### src/rtl/rc4_session_ctrl_if.sv
// Byte-level handshake bundle between the host/RC4 datapath and rc4_session_ctrl.
// The master side is the host plus KSA/PRNG engines; the slave side is the sequencer.
interface rc4_session_ctrl_if #(
  parameter int unsigned KEY_MAX = 16,
  parameter int unsigned LEN_W   = 16
);
  localparam int unsigned KLW = $clog2(KEY_MAX) + 1;

  logic             start;
  logic [KLW-1:0]   key_len;
  logic [LEN_W-1:0] msg_len;
  logic             abort;
  logic             key_vld;
  logic [7:0]       key_byte;
  logic             key_rdy;
  logic             ksa_start;
  logic             ksa_done;
  logic [7:0]       key_idx;
  logic [7:0]       key_data;
  logic             ks_req;
  logic             ks_vld;
  logic [7:0]       ks_byte;
  logic             pt_vld;
  logic [7:0]       pt_byte;
  logic             pt_rdy;
  logic             ct_vld;
  logic [7:0]       ct_byte;
  logic             ct_rdy;
  logic             busy;
  logic             done;

  modport master (
    output start, key_len, msg_len, abort, key_vld, key_byte, ksa_done,
           key_idx, ks_vld, ks_byte, pt_vld, pt_byte, ct_rdy,
    input  key_rdy, ksa_start, key_data, ks_req, pt_rdy, ct_vld, ct_byte,
           busy, done
  );

  modport slave (
    input  start, key_len, msg_len, abort, key_vld, key_byte, ksa_done,
           key_idx, ks_vld, ks_byte, pt_vld, pt_byte, ct_rdy,
    output key_rdy, ksa_start, key_data, ks_req, pt_rdy, ct_vld, ct_byte,
           busy, done
  );
endinterface

### src/rtl/rc4_session_ctrl.sv
// RC4 session sequencer: buffers the key, kicks KSA and serves key bytes back
// by index, then streams msg_len plaintext bytes through the PRNG keystream.
module rc4_session_ctrl #(
  parameter int unsigned KEY_MAX = 16,
  parameter int unsigned LEN_W   = 16
) (
  input  logic               clk,
  input  logic               rst,
  rc4_session_ctrl_if.slave  sif
);
  localparam int unsigned AW  = $clog2(KEY_MAX);
  localparam int unsigned KLW = AW + 1;

  typedef enum logic [2:0] {
    S_IDLE, S_LOAD, S_KSA, S_WAIT_PT, S_WAIT_KS, S_OUT, S_FIN
  } state_t;

  state_t           state_q, state_d;
  logic [KLW-1:0]   key_len_q, key_len_d;
  logic [KLW-1:0]   key_cnt_q, key_cnt_d;
  logic [LEN_W-1:0] msg_len_q, msg_len_d;
  logic [LEN_W-1:0] byte_cnt_q, byte_cnt_d;
  logic [7:0]       pt_q, pt_d;
  logic [7:0]       ct_byte_q, ct_byte_d;
  logic             ksa_start_q, ksa_start_d;
  logic             key_we;
  logic [7:0]       key_buf [KEY_MAX];

  // Next-state and datapath update; abort from any busy state overrides all.
  always_comb begin
    state_d     = state_q;
    key_len_d   = key_len_q;
    key_cnt_d   = key_cnt_q;
    msg_len_d   = msg_len_q;
    byte_cnt_d  = byte_cnt_q;
    pt_d        = pt_q;
    ct_byte_d   = ct_byte_q;
    ksa_start_d = 1'b0;
    key_we      = 1'b0;

    unique case (state_q)
      S_IDLE: begin
        if (sif.start && !sif.abort && (sif.key_len != '0) &&
            (sif.key_len <= KLW'(KEY_MAX))) begin
          key_len_d  = sif.key_len;
          msg_len_d  = sif.msg_len;
          key_cnt_d  = '0;
          byte_cnt_d = '0;
          state_d    = S_LOAD;
        end
      end
      S_LOAD: begin
        if (sif.key_vld) begin
          key_we    = 1'b1;
          key_cnt_d = key_cnt_q + KLW'(1);
          if (key_cnt_q == key_len_q - KLW'(1)) begin
            state_d     = S_KSA;
            ksa_start_d = 1'b1;
          end
        end
      end
      S_KSA: begin
        if (sif.ksa_done) begin
          state_d = (msg_len_q == '0) ? S_FIN : S_WAIT_PT;
        end
      end
      S_WAIT_PT: begin
        if (sif.pt_vld) begin
          pt_d    = sif.pt_byte;
          state_d = S_WAIT_KS;
        end
      end
      S_WAIT_KS: begin
        if (sif.ks_vld) begin
          ct_byte_d = pt_q ^ sif.ks_byte;
          state_d   = S_OUT;
        end
      end
      S_OUT: begin
        if (sif.ct_rdy) begin
          byte_cnt_d = byte_cnt_q + LEN_W'(1);
          ct_byte_d  = '0;
          state_d    = (byte_cnt_q == msg_len_q - LEN_W'(1)) ? S_FIN : S_WAIT_PT;
        end
      end
      S_FIN: begin
        state_d = S_IDLE;
      end
      default: begin
        state_d = S_IDLE;
      end
    endcase

    // Abort drops everything, including a cipher byte still held in OUT.
    if (sif.abort && (state_q != S_IDLE)) begin
      state_d     = S_IDLE;
      ct_byte_d   = '0;
      ksa_start_d = 1'b0;
      key_we      = 1'b0;
    end
  end

  // Control/datapath registers with synchronous reset.
  always_ff @(posedge clk) begin
    if (rst) begin
      state_q     <= S_IDLE;
      key_len_q   <= '0;
      key_cnt_q   <= '0;
      msg_len_q   <= '0;
      byte_cnt_q  <= '0;
      pt_q        <= '0;
      ct_byte_q   <= '0;
      ksa_start_q <= 1'b0;
    end else begin
      state_q     <= state_d;
      key_len_q   <= key_len_d;
      key_cnt_q   <= key_cnt_d;
      msg_len_q   <= msg_len_d;
      byte_cnt_q  <= byte_cnt_d;
      pt_q        <= pt_d;
      ct_byte_q   <= ct_byte_d;
      ksa_start_q <= ksa_start_d;
    end
  end

  // Key buffer write; contents are not reset and persist after a session.
  always_ff @(posedge clk) begin
    if (key_we && !rst) begin
      key_buf[key_cnt_q[AW-1:0]] <= sif.key_byte;
    end
  end

  // Only the low index bits address the buffer; the rest wrap by design.
  if (AW < 8) begin : g_idx_unused
    logic unused_idx_hi;
    assign unused_idx_hi = ^sif.key_idx[7:AW];
  end

  assign sif.key_data  = key_buf[sif.key_idx[AW-1:0]];
  assign sif.key_rdy   = (state_q == S_LOAD);
  assign sif.pt_rdy    = (state_q == S_WAIT_PT);
  assign sif.ks_req    = (state_q == S_WAIT_PT) && sif.pt_vld;
  assign sif.ct_vld    = (state_q == S_OUT);
  assign sif.ct_byte   = ct_byte_q;
  assign sif.ksa_start = ksa_start_q;
  assign sif.busy      = (state_q != S_IDLE);
  assign sif.done      = (state_q == S_FIN);
endmodule

### src/flat_wrapper.sv
// flat-port wrapper written by rule: the top's interface ports become plain ports
module rc4_session_ctrl_flat 
#(
  parameter int unsigned KEY_MAX = 16,
  parameter int unsigned LEN_W   = 16
)
  (clk, rst, sif_start, sif_key_len, sif_msg_len, sif_abort, sif_key_vld, sif_key_byte, sif_ksa_done, sif_key_idx, sif_ks_vld, sif_ks_byte, sif_pt_vld, sif_pt_byte, sif_ct_rdy, sif_key_rdy, sif_ksa_start, sif_key_data, sif_ks_req, sif_pt_rdy, sif_ct_vld, sif_ct_byte, sif_busy, sif_done);
  rc4_session_ctrl_if #(.KEY_MAX(KEY_MAX), .LEN_W(LEN_W)) sif_i ();
  input  logic clk;
  input  logic rst;
  input wire logic [$bits(sif_i.start)-1:0] sif_start;
  input wire logic [$bits(sif_i.key_len)-1:0] sif_key_len;
  input wire logic [$bits(sif_i.msg_len)-1:0] sif_msg_len;
  input wire logic [$bits(sif_i.abort)-1:0] sif_abort;
  input wire logic [$bits(sif_i.key_vld)-1:0] sif_key_vld;
  input wire logic [$bits(sif_i.key_byte)-1:0] sif_key_byte;
  input wire logic [$bits(sif_i.ksa_done)-1:0] sif_ksa_done;
  input wire logic [$bits(sif_i.key_idx)-1:0] sif_key_idx;
  input wire logic [$bits(sif_i.ks_vld)-1:0] sif_ks_vld;
  input wire logic [$bits(sif_i.ks_byte)-1:0] sif_ks_byte;
  input wire logic [$bits(sif_i.pt_vld)-1:0] sif_pt_vld;
  input wire logic [$bits(sif_i.pt_byte)-1:0] sif_pt_byte;
  input wire logic [$bits(sif_i.ct_rdy)-1:0] sif_ct_rdy;
  output wire logic [$bits(sif_i.key_rdy)-1:0] sif_key_rdy;
  output wire logic [$bits(sif_i.ksa_start)-1:0] sif_ksa_start;
  output wire logic [$bits(sif_i.key_data)-1:0] sif_key_data;
  output wire logic [$bits(sif_i.ks_req)-1:0] sif_ks_req;
  output wire logic [$bits(sif_i.pt_rdy)-1:0] sif_pt_rdy;
  output wire logic [$bits(sif_i.ct_vld)-1:0] sif_ct_vld;
  output wire logic [$bits(sif_i.ct_byte)-1:0] sif_ct_byte;
  output wire logic [$bits(sif_i.busy)-1:0] sif_busy;
  output wire logic [$bits(sif_i.done)-1:0] sif_done;
  assign sif_i.start = sif_start;
  assign sif_i.key_len = sif_key_len;
  assign sif_i.msg_len = sif_msg_len;
  assign sif_i.abort = sif_abort;
  assign sif_i.key_vld = sif_key_vld;
  assign sif_i.key_byte = sif_key_byte;
  assign sif_i.ksa_done = sif_ksa_done;
  assign sif_i.key_idx = sif_key_idx;
  assign sif_i.ks_vld = sif_ks_vld;
  assign sif_i.ks_byte = sif_ks_byte;
  assign sif_i.pt_vld = sif_pt_vld;
  assign sif_i.pt_byte = sif_pt_byte;
  assign sif_i.ct_rdy = sif_ct_rdy;
  assign sif_key_rdy = sif_i.key_rdy;
  assign sif_ksa_start = sif_i.ksa_start;
  assign sif_key_data = sif_i.key_data;
  assign sif_ks_req = sif_i.ks_req;
  assign sif_pt_rdy = sif_i.pt_rdy;
  assign sif_ct_vld = sif_i.ct_vld;
  assign sif_ct_byte = sif_i.ct_byte;
  assign sif_busy = sif_i.busy;
  assign sif_done = sif_i.done;
  rc4_session_ctrl #(.KEY_MAX(KEY_MAX), .LEN_W(LEN_W)) u_core (.clk(clk), .rst(rst), .sif(sif_i));
endmodule
### config.mk
export PLATFORM = sky130hd
export DESIGN_NAME = rc4_session_ctrl_flat
export DESIGN_NICKNAME = d
export VERILOG_FILES = /design/src/rtl/rc4_session_ctrl_if.sv /design/src/rtl/rc4_session_ctrl.sv /design/src/flat_wrapper.sv
export SDC_FILE = /design/constraint.sdc
export NUM_CORES = 1
export LEC_CHECK = 0
export CAP_MARGIN = 20
export CELL_PAD_IN_SITES_DETAIL_PLACEMENT = 1
export CELL_PAD_IN_SITES_GLOBAL_PLACEMENT = 1
export CORE_MARGIN = 1
export CORE_UTILIZATION = 50
export DETAILED_ROUTE_END_ITERATION = 6
export PLACE_DENSITY = 0.88
export REMOVE_ABC_BUFFERS = 1
export SYNTH_ARGS = -nofsm -noshare
export SYNTH_HDL_FRONTEND = slang
export SYNTH_SLANG_ARGS = --single-unit
### constraint.sdc
create_clock -name clk -period 6.9 [get_ports clk]
set_input_delay 1.38 -clock clk [delete_from_list [all_inputs] [get_ports clk]]
set_output_delay 1.38 -clock clk [all_outputs]
set_load 0.01 [all_outputs]
Word-level counts from Yosys, hierarchy flattened
Memories as Yosys holds them, arrays and structs flattened.
Index checks and enable logic that the tools add are counted.
{ "word_totals": {"inputBits": 62, "ram_bits": 128, "mem_bits_ro": 0, "output_inout_bits": 23, "mem_count": 1, "latch_bits": 0, "wordCells": 80, "ff_bits": 62} }
{ "classes": {"order_cmp": 1, "bitwise": 3, "addsub": 4, "shifts": 0, "n_mul": 0, "reduce_logical": 23, "n_eq_ne": 15, "mux": 25, "div_mod_pow": 0} }
{ "mem_list": {"columns": ["name", "depth", "word_bits", "rd", "rd_clocked_by_memory_dff", "wr", "line", "source"], "rows": [
  ["u_core.key_buf", 16, 8, 1, 0, 1, "rc4_session_ctrl.sv:27", "logic [7:0] key_buf [KEY_MAX];"]
]} }
{ "ops": {"columns": ["operator", "count"], "rows": [
  ["two-way mux 16 bit", 2],
  ["one-hot mux 16 bit (2 select lines)", 1],
  ["two-way mux 3 bit", 9],
  ["one-hot mux 3 bit (6 select lines)", 1],
  ["adder 16 x 1 -> 16 bit, second input constant", 1],
  ["equality test 16 bit", 1],
  ["zero test 16 bit", 1],
  ["two-way mux 8 bit", 2],
  ["one-hot mux 8 bit (2 select lines)", 1],
  ["subtractor 16 x 1 -> 16 bit, second input constant", 1],
  ["two-way mux 5 bit", 2],
  ["inequality test 2 bit, second input constant", 5],
  ["one-hot mux 5 bit (2 select lines)", 1],
  ["equality test 3 bit, second input constant", 3],
  ["AND reduction 3 bit", 3],
  ["bitwise XOR 8 bit", 1],
  ["AND reduction 7 bit", 1],
  ["equality test 3 x 2 -> 1 bit, second input constant", 2],
  ["logical AND 1 bit", 6],
  ["two-way mux 1 bit", 6],
  ["nonzero test 2 bit", 3],
  ["adder 5 x 1 -> 5 bit, second input constant", 1],
  ["equality test 5 bit", 1],
  ["less-or-equal comparator 5 bit, second input constant", 1],
  ["other kinds (11)", 15]
]} }

Longest topological paths before layout
Gate-level depths: netlist of the first run.
{ "depth": {"depth_word": 6, "mapped_depth": 9, "mapped_depth_nobuf": 9} }

Worst setup path after synthesis of the first run
No wires, ideal clock.
{ "synth_timing": {"path_type": "input -> output", "start": "in sif_key_idx[0]", "end": "out sif_key_data[0]", "cell_stages": 4, "slack_ns": 2.598, "arrival_ns": 2.922, "path_buffers": 2, "required_ns": 5.520, "cell_sequence": "clkbuf_1 > buf_2 > mux4_2 > mux4_2"} }
{ "synth_between": {"elab_chain_len": 1} }
{ "synth_lines": {"columns": ["element", "line", "source"], "rows": [
  ["from (decl)", "flat_wrapper.sv:18", "input wire logic [$bits(sif_i.key_idx)-1:0] sif_key_idx;"],
  ["memory (16 x 8 bit)", null, null],
  ["to (decl)", "flat_wrapper.sv:26", "output wire logic [$bits(sif_i.key_data)-1:0] sif_key_data;"]
]} }
Every way passes these cells.

Worst setup path after layout of the first run
{ "layout_timing": {"start": "in sif_key_idx[1]", "end": "out sif_key_data[4]"} }
The elaborated chain is that of the path after synthesis.

==> impl_results.html, run 1 <==
<table>
<tr><th>Metric</th><th>Value</th></tr>
<tr><th colspan="2">Route</th></tr>
<tr><td>Number of nets still failing antenna checks after routing</td><td>0</td></tr>
<tr><td>Routed via count</td><td>5,328</td></tr>
<tr><td>Vias per std cell</td><td>5.729</td></tr>
<tr><td># DRC</td><td>0</td></tr>
<tr><td>Detailed-route wire length per cell</td><td>21.72 um</td></tr>
<tr><td>Iteration-0 DRC count of the detailed router</td><td>279</td></tr>
<tr><td>Routed WL</td><td>20,200 um</td></tr>
<tr><td>Detailed Routing Iterations Pass 1</td><td>4</td></tr>
<tr><th colspan="2">Final layout</th></tr>
<tr><td>Inserted Diodes</td><td>0</td></tr>
<tr><td>Area delta synth-&gt;final</td><td>19.55%</td></tr>
<tr><td>Layout fillers</td><td>1,616</td></tr>
<tr><td>Ratio of cells with drive above 1 in the final layout</td><td>12.75%</td></tr>
<tr><td>Area occupied by registers</td><td>5085 um2</td></tr>
<tr><td>Commonest non-fill, non-tap cells in the layout</td><td>edfxtp_1 (128), nand2_1 (88), clkdlybuf4s50_1 (79)</td></tr>
<tr><td>Final #Nets</td><td>771</td></tr>
<tr><td>Final instance area</td><td>9839 um2</td></tr>
<tr><td>Footprint of the multi-input gates</td><td>2982 um2</td></tr>
<tr><td>Most common cell after layout, fill and taps aside</td><td>edfxtp_1</td></tr>
<tr><th colspan="2">Power and ir drop</th></tr>
<tr><td>Fraction of power spent switching nets</td><td>23.21%</td></tr>
<tr><td>Internal power</td><td>1.874 mW</td></tr>
<tr><td>Sequential share of power</td><td>50.8%</td></tr>
<tr><td>Leakage power of the design</td><td>3.248 nW</td></tr>
<tr><td>Power density normalized to cell area</td><td>248.1 nW/um2</td></tr>
<tr><td>Net switching power</td><td>0.5666 mW</td></tr>
<tr><td>Worst vdd ir</td><td>0.2199 mV</td></tr>
<tr><td>Clk network pwr share</td><td>40.0%</td></tr>
<tr><td>Overall power</td><td>2.441 mW</td></tr>
<tr><td>Part of the power in combinational logic</td><td>9.2%</td></tr>
<tr><th colspan="2">CTS</th></tr>
<tr><td>Hold-fix buffer count after cts</td><td>0</td></tr>
<tr><td>Sinks on Clock Net</td><td>190</td></tr>
<tr><td>Clock transition time at the flip-flop clock pins of the worst setup and hold paths</td><td>0.07 ns</td></tr>
<tr><td>CTS H-tree lvls</td><td>4</td></tr>
<tr><td>CTS-repair resized insts</td><td>0</td></tr>
<tr><td>TritonCTS clock tree</td><td>done</td></tr>
<tr><td>Clock buffer count from CTS</td><td>17</td></tr>
<tr><td>Postcts setup bufs</td><td>0</td></tr>
<tr><td>Buffer cell driving the clock tree root</td><td>clkbuf_16</td></tr>
<tr><td>Later-pin clock latency in the skew report</td><td>0.43 ns</td></tr>
<tr><td>Number of buffers on the longest clock path</td><td>2</td></tr>
<tr><th colspan="2">Setup path</th></tr>
<tr><td>Element type at the critical path end</td><td>primary output</td></tr>
<tr><td>Worst Reg2Reg Path Length in Cells</td><td>6</td></tr>
<tr><td>Launch point of the worst reg-to-reg path</td><td>u_core.state_q[0]$_SDFFE_PP0P_</td></tr>
<tr><td>Startpoint kind of the worst setup timing path</td><td>input port</td></tr>
<tr><td>Data required time of the worst path</td><td>5.52 ns</td></tr>
<tr><td>Endpoint of the most critical setup path</td><td>sif_key_data[4]</td></tr>
<tr><td>Worst Setup Path Type</td><td>in2out</td></tr>
<tr><td>Arrival time at the worst endpoint</td><td>3.73 ns</td></tr>
<tr><td>Reg2reg end</td><td>u_core.key_buf[1][0]$_DFFE_PP_</td></tr>
<tr><td>Worst setup slack for register-to-register paths</td><td>3.87 ns</td></tr>
<tr><td>Critical Path Source</td><td>sif_key_idx[1]</td></tr>
<tr><td>Max FO, Critical Path</td><td>32</td></tr>
<tr><th colspan="2">Placed design</th></tr>
<tr><td>Count of input and output buffers</td><td>80</td></tr>
<tr><td>Final GP Congestion</td><td>0.8358</td></tr>
<tr><td>Area after DPL</td><td>9200 um2</td></tr>
<tr><td>Half-perimeter wire length of the detailed placement result</td><td>13,860 um</td></tr>
<tr><th colspan="2">Timing</th></tr>
<tr><td>Max-slew violation total from the final report</td><td>0</td></tr>
<tr><td>Final critical path time including I/O delays and setup</td><td>5.108 ns</td></tr>
<tr><td>Unrepaired setup endpoints after global routing</td><td>no</td></tr>
<tr><td>Final hold violation count</td><td>0</td></tr>
<tr><td>Share of the cycle needed by the critical path after routing</td><td>74.04%</td></tr>
<tr><td>Worst hold slack across all endpoints</td><td>0.4719 ns</td></tr>
<tr><td>Worst rel slew slack</td><td>20.77%</td></tr>
<tr><td>Setup violations, final</td><td>0</td></tr>
<tr><td>Slew @ Worst Pin</td><td>1.182 ns</td></tr>
<tr><td>Max Freq</td><td>195.8 MHz</td></tr>
<tr><td>Final setup TNS</td><td>0 ns</td></tr>
<tr><td>Max Clock Skew</td><td>0.009683 ns</td></tr>
<tr><th colspan="2">GRT</th></tr>
<tr><td>Maximum number of pins on one net before global-route repair</td><td>36</td></tr>
<tr><td>First-pass GRT wire length</td><td>31,220 um</td></tr>
<tr><td>Global Route Usage Sum</td><td>25.71%</td></tr>
<tr><td>Total congestion overflow</td><td>0</td></tr>
<tr><td>Initial antenna violation count</td><td>0</td></tr>
<tr><td>Number of global-route vias before repair</td><td>5,635</td></tr>
<tr><th colspan="2">Logic synthesis</th></tr>
<tr><td>Total of warnings raised by yosys</td><td>0</td></tr>
<tr><td>Number of standard cells after synthesis</td><td>627</td></tr>
<tr><td>Average footprint of a synthesized cell</td><td>13.13 um2</td></tr>
<tr><td>Post-Synthesis Cell Area</td><td>8230 um2</td></tr>
<tr><td>Synth async-reset ratio</td><td>0%</td></tr>
<tr><td>Prevailing post-synth register cell</td><td>edfxtp_1</td></tr>
<tr><td>Distinct cell type count after synthesis</td><td>57</td></tr>
<tr><td>Post-synth EDFFs</td><td>128</td></tr>
<tr><td>Total of flip-flops plus latches after synthesis</td><td>190</td></tr>
<tr><td>Share of synthesized area occupied by flip-flops and latches</td><td>61.78%</td></tr>
<tr><th colspan="2">Min path</th></tr>
<tr><td>HP Class</td><td>reg2reg</td></tr>
<tr><th colspan="2">Floorplan</th></tr>
<tr><td>Die Y-Extent</td><td>130.3 um</td></tr>
<tr><td>Number of top-level pins</td><td>85</td></tr>
<tr><td>Starting density of the core</td><td>51.44%</td></tr>
<tr><td>Die Wd</td><td>130.3 um</td></tr>
<tr><td>Area of the die</td><td>16,980 um2</td></tr>
<tr><td>Number of cell rows</td><td>46</td></tr>
<tr><td>Core Box Area</td><td>16,000 um2</td></tr>
<tr><th colspan="2">Status</th></tr>
<tr><td>Result of the run</td><td>finished, final reports clean</td></tr>
<tr><th colspan="2">Run</th></tr>
<tr><td>Max-cap violations</td><td>0</td></tr>
</table>
-- power by group through the flow --
| stage | clock (mW) | sequential [mW] | combinational, mW |
|---|---|---|---|
| 2_1_floorplan | 0 | 1.26 | 0.116 |
| 3_3_place_gp | 0 | 1.26 | 0.209 |
| 3_5_place_dp | 0 | 1.27 | 0.221 |
| 4_1_cts | 0.987 | 1.24 | 0.224 |
| 5_1_grt | 1.03 | 1.24 | 0.243 |
| 6_report | 0.976 | 1.24 | 0.225 |
-- critical path: stages --
cell	delay [ns]
clkdlybuf4s50_1	0.46
buf_4	0.42
mux4_2	0.42
mux4_2	0.52
clkdlybuf4s50_1	0.51
-- per-layer routing --
layer / global-route usage [%] / vias to the layer above / wire length, um
met5: 0 / - / 0
li1: - / 2469 / -
met4: 9.850 / 0 / 299
met3: 4.879 / 23 / 1017
met2: 45.37 / 150 / 10530
met1: 31.17 / 2686 / 8346
-- cell type report --
cell class                 instances  area share (%)
sequential                       190           51.68
multi-input combinational        395           30.30
timing repair buffer              88           8.901
clock buffer                      17           4.323
tap                              216           2.747
clock inverter                    14           1.666
inverter                          10          0.3815
-- synth_stat cells (3+ instances only) --
cell      number  area share [%]
nand3_1       12            0.73
o21ai_0        8            0.49
nor2_1        60             2.7
and3_1         6            0.46
inv_1          9            0.41
a31oi_1       11            0.84
and2_1         3            0.23
nand2b_1       4            0.30
buf_2          4            0.24
xnor2_1       27             2.9
nor4_1         4            0.30
a21oi_1       42             2.6
clkbuf_1      20            0.91
edfxtp_1     128              47
nand2_1       88             4.0
buf_4          3            0.27
buf_1          4            0.18
ha_1           7             1.1
dfxtp_1       62              15
a211oi_1       3            0.27
nor3_1        10            0.61
mux4_2        40              11
nand4_1        7            0.53
xor2_1        24             2.6
-- cell families after synthesis --
| group | count (synthesis) | synth area share [%] |
|---|---|---|
| DFF | 190 | 61.78 |
| muxes | 41 | 11.07 |
| adders and majority gates | 7 | 1.064 |
| xor gates and xnor gates | 51 | 5.427 |
| AOI/OAI and AO/OA | 84 | 6.218 |
| buffers and inverters | 42 | 2.235 |
| and+or+nand+nor | 212 | 12.21 |
-- state kept, by name, summed over array words and instances, names as in the netlist --
register and flops:
u_core.sif.ct_byte 8, u_core.key_len_q 5, u_core.sif.ksa_start 1, u_core.msg_len_q 16, u_core.state_q 3, u_core.pt_q 8
u_core.byte_cnt_q 16, u_core.key_buf 128, u_core.key_cnt_q 5
-- metrics by stage --
stage | instances | setup WS, ns | utilization, %
floorplan | 595 | 3.176 | -
global placement | 895 | 1.652 | 57.50
detailed placement | 895 | 1.528 | 57.50
CTS | 926 | 1.523 | 61.18
global route | 930 | 1.722 | 61.50
finish | 930 | 1.792 | 61.50
-- worst min path at each step --
stage | startpoint | end | slack [ns] | cells after the start
detailed placement | u_core.pt_q[3]$_SDFFE_PP0P_ | u_core.pt_q[3]$_SDFFE_PP0P_ | 0.46 | 2
finish | u_core.pt_q[3]$_SDFFE_PP0P_ | u_core.pt_q[3]$_SDFFE_PP0P_ | 0.47 | 2
CTS | u_core.pt_q[3]$_SDFFE_PP0P_ | u_core.pt_q[3]$_SDFFE_PP0P_ | 0.47 | 2
global route | u_core.pt_q[2]$_SDFFE_PP0P_ | u_core.pt_q[2]$_SDFFE_PP0P_ | 0.50 | 2
floorplan | u_core.key_len_q[4]$_SDFFE_PP0P_ | u_core.key_len_q[4]$_SDFFE_PP0P_ | 0.44 | 2
global placement | u_core.pt_q[4]$_SDFFE_PP0P_ | u_core.pt_q[4]$_SDFFE_PP0P_ | 0.46 | 2
Power figures use the tool's default switching activity.
==> inputs of run 2 (changes only) <==
- CORE_UTILIZATION: 50 -> 42
- PLACE_DENSITY: 0.88 -> 0.79
- clock period: 6.9 -> 4.49 ns (I/O delays scaled with it)
==> run 2 against run 1 <==
Against the previous run: critical path depth stayed put; total power rose by 55%; sequential power increased by 54%; hold slack better by 0.0013 ns; count of clock-buffer cells in the layout did not move; final cell count up 5.7%; clock skew grew 0.0041 ns; utilization down 8.9 points.
==> impl_results.html, run 2 (synthesis gave the netlist of run 1 again) <==
<table>
<tr><th>Metric</th><th>Value</th></tr>
<tr><th colspan="2">Power and ir drop</th></tr>
<tr><td>Leakage power of the design</td><td>3.278 nW (was 3.248 nW)</td></tr>
<tr><td>Power density normalized to cell area</td><td>379.0 nW/um2 (was 248.1 nW/um2)</td></tr>
<tr><td>Worst vdd ir</td><td>0.2753 mV (was 0.2199 mV)</td></tr>
<tr><th colspan="2">Setup path</th></tr>
<tr><td>Arrival time at the worst endpoint</td><td>3.04 ns (was 3.73 ns)</td></tr>
<tr><td>Max FO, Critical Path</td><td>24 (was 32)</td></tr>
<tr><td>Most repeated library cell on the critical path</td><td>mux4_2</td></tr>
<tr><td>Critical path cell sequence</td><td>buf_2 &gt; buf_12 &gt; mux4_2 &gt; mux4_2 &gt; clkdlybuf4s50_1 (was clkdlybuf4s50_1 &gt; buf_4 &gt; mux4_2 &gt; mux4_2 &gt; clkdlybuf4s50_1)</td></tr>
<tr><td>Startpoint kind of the worst setup timing path</td><td>input port (unchanged)</td></tr>
<tr><td>Worst Setup Path Type</td><td>in2out (unchanged)</td></tr>
<tr><td>Data required time of the worst path</td><td>3.59 ns (was 5.52 ns)</td></tr>
<tr><td>Element type at the critical path end</td><td>primary output (unchanged)</td></tr>
<tr><td>Worst setup slack for register-to-register paths</td><td>1.53 ns (was 3.87 ns)</td></tr>
<tr><td>Stage delay of the slowest cell on the critical path</td><td>0.55 ns (was 0.52 ns)</td></tr>
<tr><td>Slowest-stage cell, CP</td><td>mux4_2 (unchanged)</td></tr>
<tr><th colspan="2">Timing</th></tr>
<tr><td>Final hold violation count</td><td>0 (unchanged)</td></tr>
<tr><td>Max-slew violation total from the final report</td><td>0 (unchanged)</td></tr>
<tr><td>Setup violations, final</td><td>0 (unchanged)</td></tr>
<tr><td>Worst rel slew slack</td><td>28.65% (was 20.77%)</td></tr>
<tr><td>Share of the cycle needed by the critical path after routing</td><td>87.80%</td></tr>
<tr><td>Unrepaired setup endpoints after global routing</td><td>no (unchanged)</td></tr>
<tr><td>Final critical path time including I/O delays and setup</td><td>3.942 ns</td></tr>
<tr><td>Max Clock Skew</td><td>0.01383 ns (was 0.009683 ns)</td></tr>
<tr><td>Max Freq</td><td>253.7 MHz</td></tr>
<tr><td>Slew @ Worst Pin</td><td>1.066 ns (was 1.182 ns)</td></tr>
<tr><td>Final setup TNS</td><td>0 ns (unchanged)</td></tr>
<tr><th colspan="2">GRT</th></tr>
<tr><td>Number of global-route vias before repair</td><td>5,799 (was 5,635)</td></tr>
<tr><td>Initial antenna violation count</td><td>0 (unchanged)</td></tr>
<tr><td>Maximum number of pins on one net before global-route repair</td><td>35 (was 36)</td></tr>
<tr><td>First-pass GRT wire length</td><td>32,300 um (was 31,220 um)</td></tr>
<tr><td>Total congestion overflow</td><td>0 (unchanged)</td></tr>
<tr><td>Global Route Usage Sum</td><td>21.68% (was 25.71%)</td></tr>
<tr><th colspan="2">Route</th></tr>
<tr><td>Routed WL</td><td>20,560 um (was 20,200 um)</td></tr>
<tr><td>Detailed Routing Iterations Pass 1</td><td>4 (unchanged)</td></tr>
<tr><td># DRC</td><td>0 (unchanged)</td></tr>
<tr><td>Detailed-route wire length per cell</td><td>20.92 um (was 21.72 um)</td></tr>
<tr><td>Iteration-0 DRC count of the detailed router</td><td>279 (unchanged)</td></tr>
<tr><td>Number of nets still failing antenna checks after routing</td><td>0 (unchanged)</td></tr>
<tr><td>Vias per std cell</td><td>5.448 (was 5.729)</td></tr>
<tr><td>Routed via count</td><td>5,355 (was 5,328)</td></tr>
<tr><th colspan="2">Placed design</th></tr>
<tr><td>Total placed cells including tap cells</td><td>951 (was 895)</td></tr>
<tr><td>Count of input and output buffers</td><td>80 (unchanged)</td></tr>
<tr><td>Final GP Congestion</td><td>0.8335 (was 0.8358)</td></tr>
<tr><td>Half-perimeter wire length of the detailed placement result</td><td>14,250 um (was 13,860 um)</td></tr>
<tr><th colspan="2">CTS</th></tr>
<tr><td>Later-pin clock latency in the skew report</td><td>0.43 ns (about the same)</td></tr>
<tr><td>Buffer cell driving the clock tree root</td><td>clkbuf_16 (unchanged)</td></tr>
<tr><td>Clock transition time at the flip-flop clock pins of the worst setup and hold paths</td><td>0.08 ns (was 0.07 ns)</td></tr>
<tr><td>Hold-fix buffer count after cts</td><td>0 (unchanged)</td></tr>
<tr><td>Number of buffers on the longest clock path</td><td>2 (unchanged)</td></tr>
<tr><td>TritonCTS clock tree</td><td>done (unchanged)</td></tr>
<tr><td>Postcts setup bufs</td><td>0 (unchanged)</td></tr>
<tr><td>Sinks on Clock Net</td><td>190 (unchanged)</td></tr>
<tr><td>CTS H-tree lvls</td><td>4 (unchanged)</td></tr>
<tr><td>Clock buffer count from CTS</td><td>17 (unchanged)</td></tr>
<tr><td>CTS-repair resized insts</td><td>0 (unchanged)</td></tr>
<tr><th colspan="2">Floorplan</th></tr>
<tr><td>Number of top-level pins</td><td>85 (unchanged)</td></tr>
<tr><td>Die Y-Extent</td><td>142.0 um (was 130.3 um)</td></tr>
<tr><td>Core Box Area</td><td>18,960 um2 (was 16,000 um2)</td></tr>
<tr><td>Area of the die</td><td>20,160 um2 (was 16,980 um2)</td></tr>
<tr><td>Number of cell rows</td><td>50 (was 46)</td></tr>
<tr><td>Starting density of the core</td><td>43.42% (was 51.44%)</td></tr>
<tr><td>Die Wd</td><td>142.0 um (was 130.3 um)</td></tr>
<tr><th colspan="2">Final layout</th></tr>
<tr><td>Final #Nets</td><td>779 (was 771)</td></tr>
<tr><td>Inserted Diodes</td><td>0 (unchanged)</td></tr>
<tr><td>Flip-flop count of the largest register after layout</td><td>128 (unchanged)</td></tr>
<tr><td>Area delta synth-&gt;final</td><td>21.02% (was 19.55%)</td></tr>
<tr><td>Most common cell after layout, fill and taps aside</td><td>edfxtp_1 (unchanged)</td></tr>
<tr><td>Ratio of cells with drive above 1 in the final layout</td><td>13.55% (was 12.75%)</td></tr>
<tr><td>Post-layout instance count excluding filler cells</td><td>983 (was 930)</td></tr>
<tr><td>Commonest non-fill, non-tap cells in the layout</td><td>edfxtp_1 (128), nand2_1 (88), clkdlybuf4s50_1 (79) (unchanged)</td></tr>
<tr><th colspan="2">Run</th></tr>
<tr><td>Max-cap violations</td><td>0 (unchanged)</td></tr>
<tr><th colspan="2">Min path</th></tr>
<tr><td>HP Class</td><td>reg2reg (unchanged)</td></tr>
<tr><th colspan="2">Status</th></tr>
<tr><td>Result of the run</td><td>finished, final reports clean (unchanged)</td></tr>
</table>
## run 2: cell types whose count changed in the layout (fill, tap and decap cells not counted), moves of 3 or more
| cell | previous run | this run |
|---|---|---|
| buf_4 | 5 | 14 |
| clkinv_4 | 4 | 1 |
| clkinv_8 | 1 | 5 |
| nor3_1 | 6 | 10 |
| nor3_2 | 5 | 1 |
## run 2: final timing paths
path	startpoint	end	depth (start not counted)
min	u_core.pt_q[3]$_SDFFE_PP0P_	u_core.pt_q[3]$_SDFFE_PP0P_	2
min reg2reg	u_core.pt_q[3]$_SDFFE_PP0P_	u_core.pt_q[3]$_SDFFE_PP0P_	2
max	sif_key_idx[0]	sif_key_data[2]	5
max reg2reg	u_core.state_q[0]$_SDFFE_PP0P_	u_core.key_buf[15][1]$_DFFE_PP_	6
## run 2: where the power goes
part | internal [mW] | total (mW) | switching, mW | leakage, nW
sequential | 1.88 | 1.91 | 0.0272 | 1.65
clock | 0.761 | 1.52 | 0.759 | 0.293
combinational | 0.172 | 0.350 | 0.178 | 1.33
total | 2.81 | 3.78 | 0.964 | 3.28
## run 2: worst max-delay path: cells and delay by family
family / cells / cell delay, ns
buffers and inverters: 3 / 1.09
muxes: 2 / 1.04
## run 2: area by class of cell
cell class / count / area [um2]
timing repair buffer: 96 / 940.9
clock inverter: 15 / 185.2
clock buffer: 17 / 425.4
fill: 1908 / 8995
tap: 260 / 325.3
sequential: 190 / 5085
inverter: 10 / 37.54
multi-input combinational: 395 / 2962
## run 2: per-layer routing
layer,wire (um),up-vias,global-route usage (%)
li1,-,2484,-
met1,8642,2713,26.47
met2,10810,143,39.01
met3,929,15,4.206
met4,186,0,5.829
met5,0,-,0
## run 2: per-stage QoR
| step | utilization (%) | setup slack [ns] | power, mW | hold slack (ns) | instance area [um2] |
|---|---|---|---|---|---|
| floorplan | - | 1.447 | 2.117 | 0.4428 | 8084 |
| global route | 52.55 | 0.4469 | 3.901 | 0.4950 | 9961 |
| CTS | 52.55 | 0.5253 | 3.800 | 0.4768 | 9961 |
| global placement | 49.33 | 0.5691 | 2.277 | 0.4560 | 9350 |
| finish | 52.55 | 0.5477 | 3.775 | 0.4732 | 9961 |
| detailed placement | 49.33 | 0.5288 | 2.294 | 0.4664 | 9350 |
